--- src/rtl/wb_commit.sv ---
// Write-back commit stage: arbitrates ALU/LSU results onto the regfile write
// port and keeps the pending-write scoreboard used by decode for hazard stalls.
module wb_commit #(
  parameter int XLEN         = 32,
  parameter int NREGS        = 32,
  parameter int AW           = 5,
  parameter bit LSU_PRIORITY = 1'b1
) (
  input  logic             clk,
  input  logic             rst,
  input  logic             alu_valid,
  input  logic [AW-1:0]    alu_rd,
  input  logic [XLEN-1:0]  alu_data,
  output logic             alu_ready,
  input  logic             lsu_valid,
  input  logic [AW-1:0]    lsu_rd,
  input  logic [XLEN-1:0]  lsu_data,
  output logic             lsu_ready,
  input  logic             issue_en,
  input  logic [AW-1:0]    issue_rd,
  input  logic [AW-1:0]    rs1_addr,
  input  logic [AW-1:0]    rs2_addr,
  output logic             stall,
  output logic [NREGS-1:0] busy,
  output logic             reg_wr_en,
  output logic [AW-1:0]    rd_addr,
  output logic [XLEN-1:0]  w_data
);

  logic             reg_wr_en_reg;
  logic [AW-1:0]    rd_addr_reg;
  logic [XLEN-1:0]  w_data_reg;
  logic [NREGS-1:1] busy_reg;
  logic [NREGS-1:1] set_vec;
  logic [NREGS-1:1] clr_vec;

  logic             lsu_wins;
  logic             accept;
  logic [AW-1:0]    sel_rd;
  logic [XLEN-1:0]  sel_data;
  logic             commit_next;
  logic             issue_ok;

  // Readies stay low while reset is held so nothing is consumed and lost.
  assign lsu_wins  = lsu_valid && (!alu_valid || LSU_PRIORITY);
  assign lsu_ready = rst && lsu_wins;
  assign alu_ready = rst && alu_valid && !lsu_wins;
  assign accept    = alu_ready || lsu_ready;

  always_comb begin
    sel_rd   = alu_rd;
    sel_data = alu_data;
    if (lsu_wins) begin
      sel_rd   = lsu_rd;
      sel_data = lsu_data;
    end
  end

  // x0 results complete the handshake but never reach the regfile.
  assign commit_next = accept && (sel_rd != '0);

  always_ff @(posedge clk or negedge rst) begin
    if (!rst) begin
      reg_wr_en_reg <= 1'b0;
      rd_addr_reg   <= '0;
      w_data_reg    <= '0;
    end else begin
      reg_wr_en_reg <= commit_next;
      if (commit_next) begin
        rd_addr_reg <= sel_rd;
        w_data_reg  <= sel_data;
      end
    end
  end

  assign busy     = {busy_reg, 1'b0};
  assign stall    = !rst || busy[rs1_addr] || busy[rs2_addr] || (busy[issue_rd] && issue_en);
  assign issue_ok = issue_en && !stall;

  genvar gi;
  generate
    for (gi = 1; gi < NREGS; gi++) begin : g_busy
      assign set_vec[gi] = issue_ok && (issue_rd == AW'(gi));
      assign clr_vec[gi] = reg_wr_en_reg && (rd_addr_reg == AW'(gi));
      // A new issue to the register being retired this edge keeps it pending.
      always_ff @(posedge clk or negedge rst) begin
        if (!rst)
          busy_reg[gi] <= 1'b0;
        else if (set_vec[gi])
          busy_reg[gi] <= 1'b1;
        else if (clr_vec[gi])
          busy_reg[gi] <= 1'b0;
      end
    end
  endgenerate

  assign reg_wr_en = reg_wr_en_reg;
  assign rd_addr   = rd_addr_reg;
  assign w_data    = w_data_reg;

endmodule

--- config.mk ---
export PLATFORM = sky130hd
export DESIGN_NAME = wb_commit
export DESIGN_NICKNAME = d
export VERILOG_FILES = /design/src/rtl/wb_commit.sv
export SDC_FILE = /design/constraint.sdc
export NUM_CORES = 1
export LEC_CHECK = 0
export ABC_AREA = 1
export BUFFER_PORTS_ARGS = -buffer_cell sky130_fd_sc_hd__buf_2
export CORE_ASPECT_RATIO = 0.75
export CORE_MARGIN = 2
export CORE_UTILIZATION = 45
export CTS_BUF_LIST = sky130_fd_sc_hd__clkbuf_8 sky130_fd_sc_hd__clkbuf_16
export DETAILED_ROUTE_END_ITERATION = 7
export HOLD_SLACK_MARGIN = 0.15
export PLACE_DENSITY_LB_ADDON = 0.15
export SLEW_MARGIN = 20
export SYNTH_ARGS = -nofsm -noshare
export SYNTH_HDL_FRONTEND = slang
export SYNTH_SLANG_ARGS = --single-unit
--- constraint.sdc ---
create_clock -name clk -period 1.9 [get_ports clk]
set_clock_uncertainty 0.15 [all_clocks]
set_input_delay 0.285 -clock clk [delete_from_list [all_inputs] [get_ports clk]]
set_output_delay 0.285 -clock clk [all_outputs]
set_load 0.02 [all_outputs]
==> results.ini <==
[synthesis]
syn_area_um2 = 4530
yosysSeqAreaShare_pct = 38.1
synth_area_leader_cell = dfrtp_1
synth-main-ff-cell = dfrtp_1
yosysMostFrequentCell = nand2_1
yosys_warnings = 0
synth_top_area_share_pct = 38.1
synth-seq-cells = 69
syn_area_per_cell_um2 = 6.34
ys_async_sr_fraction_pct = 100
synth.net_count = 808
synth_cells = 714
synth-edff-count = 0
ys_types = 23
synthTopCellsByArea = dfrtp_1 38%, nand2_1 21%, o21ai_0 11%
synth_commonest_cells = 250 x nand2_1, 103 x o21ai_0, 86 x inv_1, 76 x nand3_1, 69 x dfrtp_1

[finish]
nNetsFinal = 1036
drive_gt1_share_pct = 29.1
largest_reg_flops = 32
antenna_cells = 0
syn_to_final_growth_pct = 44.0
nFillCells = 853
final_area_um2 = 6520
post-route-util_pct = 67.0

[worst_setup_path]
endpoint_kind = output port
ff2ff_setup_slack_ps = 10
path_max_fanout = 3
crit_required_ps = 1460
worstReg2RegEnd = busy[11]
path_buf_inv = 3
cpLargestDelayFamily = simple AND/OR/NAND/NOR gates
crit_path_start_kind = flip-flop
crit_cells = 11
crit_chain = inv_1 > nand2_1 > nand3_1 > nand3_1 > nand3_1 > nand2_1 > nand2_1 > nand3_2 > nor2_4 > inv_2 > buf_6
max_stage_delay_ps = 430
slowest_stage = dfrtp_1
rr_startpoint = busy[11]
rr_worst_depth = 12
cp.arrival_ps = 1780
worstSetupPathType = flip-flop to output port

[floorplanning]
row_count = 31
initial_core_util_pct = 46.5
die_area_um2 = 10900
die_h_um = 90.9
fp.dieW_um = 120
core_area_um2 = 9740
io_pins = 167

[clock_network]
numClockSinks = 69
clkLatencyLatePin_ps = 330
cts_buffers = 9
clock-root-buffer = clkbuf_16
cts_tree = built
cts-htree-levels = 3
cts_max_path_buffers = 2
clk_pin_slew_ps = 60

[timing]
maxSlewHeadroom_pct = 44.9
rsz0062_at_grt = true
worstMarginPinSlew_ps = 826
period_minus_slack_ps = 2220
finalSetupViolCount = 1
slew_violations = 0
final.period_utilization_pct = 117
timing_hold_violations_final = 0
finalWorstSetupSlack_ps = -319
max_freq_mhz = 451
hold_ws_ps = 151

[drt]
vias = 5508
first_pass_iters = 6
detail-route-antenna-nets = 0
drt_iter0_drc = 427
vias_per_cell = 5.10
wl_mm = 16.2
drcViolationCount = 0
wire_per_inst_um = 15.0

[outcome]
violations = negative setup slack
status = complete, but fails checks

[worst_hold_path]
worstHoldStart = alu_data[22]
hold_depth = 3
hold_end = w_data[22]
hold_path_class = input pin to flip-flop

[power_and_ir_drop]
p_comb_share_pct = 43.1
seqPwrFrac_pct = 33.5
peakVddDrop_v = 0.000759
power.leakage_nw = 3.52
p_clk_share_pct = 23.5
p_per_area_nw_per_um2 = 1140
intPower_mw = 4.30
total_power_mw = 7.44
p_sw_share_pct = 42.3
switchingPower_mw = 3.15

[global_route]
antenna_found_initial = 0
grt_overflow = 0
grtUsageTotal_pct = 30.8
first_global_vias = 5372
grt_max_degree = 66
grt_first_pass_wirelength_mm = 26.5

[flow_run]
cap_violations = 0

[place]
place_congestion = 0.973
port_buffers = 165
dpl.hpwl_mm = 12.0
placed_cell_area_um2 = 5760
pre_cts_ws_ps = -177

==> per-stage QoR <==
stage / setup TNS (ps) / instances
floorplan: 0 / 714
global placement: -5350 / 1021
detailed placement: -4130 / 1021
CTS: -281 / 1078
global route: -3350 / 1079
finish: -319 / 1079
==> area by class of cell <==
cell class              instances  area [um2]  share of cell area, %
clock buffers                  11         253                   3.88
repair buffers                253        1630                   25.0
inverters                      90         340                   5.22
clock inverters                 5        65.1                  0.998
multi-input cells             519        2320                   35.6
flip-flops and latches         69        1740                   26.7
well taps                     132         165                   2.53
==> power groups by stage <==
| stage | sequential, mW | clock [mW] | combinational [mW] |
|---|---|---|---|
| final | 2.49 | 1.75 | 3.20 |
| after global routing | 2.55 | 1.84 | 3.54 |
| after CTS | 2.47 | 1.77 | 3.17 |
| after detailed placement | 2.48 | 0 | 2.91 |
| after global placement | 2.47 | 0 | 2.90 |
| after floorplan | 2.83 | 0 | 1.15 |
==> per-layer routing <==
metal | vias to the layer above | global-route usage (%) | part of all wire, % | wire length (um)
met4 | 0 | 9.22 | 1.8 | 289
li1 | 2725 | - | - | -
met1 | 2505 | 43.3 | 46 | 7430
met5 | - | 0 | 0 | 0
met3 | 31 | 6.06 | 7.6 | 1230
met2 | 247 | 48.0 | 45 | 7260
==> worst reg2reg max path, stage by stage (launching register included) <==
cell and delay [ps]:
dfrtp_1 430, inv_1 100, nand2_1 50, nand3_1 90, nand3_1 100, nand3_1 110
nand2_1 60, nand2_1 70, nand3_2 110, nor2_4 160, buf_12 190, nand3_1 120
nand2_1 80
==> how the worst max path moves through the flow <==
stage / slack [ps] / endpoint / start
after floorplan: 0.2 / stall / issue_rd[1]
after global placement: -220 / stall / rs2_addr[0]
after detailed placement: -180 / stall / issue_rd[0]
after CTS: -280 / stall / busy[11]
after global routing: -430 / stall / busy[22]
final: -320 / stall / busy[11]
==> what timing repair did <==
| item | 4_1_cts | 5_1_grt |
|---|---|---|
| setup endpoints to repair | 10 | 32 |
| hold buffers | 31 | 0 |
| hold endpoints to repair | 31 | 0 |
| resized for setup | 24 | 5 |
| pin swaps | 10 | 0 |
| buffers inserted | 10 | 1 |
==> kinds of logic after synthesis <==
group | synth area share, %
simple gates | 36.0
buf+inv | 11.6
compound gates | 13.3
flops | 38.1
mux | 0.912
other cells | 0.0828
==> cells in the final DEF (no fill, tap or decap) <==
cell and n:
o21ai_0 102, clkinv_1 2, o21ai_1 1, o211ai_1 7, nor2_2 2, nand2_2 6
dfrtp_1 57, clkbuf_8 2, a21oi_1 6, clkbuf_16 9, conb_1 1, nand3_2 4
inv_2 9, mux2_2 1, nand2_1 246, inv_4 1, nor2_1 44, nor3_1 19
nand2_4 1, mux2i_1 3, clkinv_4 1, dlygate4sd3_1 31, buf_2 164, buf_4 52
nand4_1 1, buf_6 1, inv_1 78, nor4_1 1, buf_12 5, bufinv_16 1
dfrtp_2 12, nand3_1 72, a21oi_2 1, inv_6 3, nor2_4 1
Note: power is estimated with default switching activity, not from simulation.
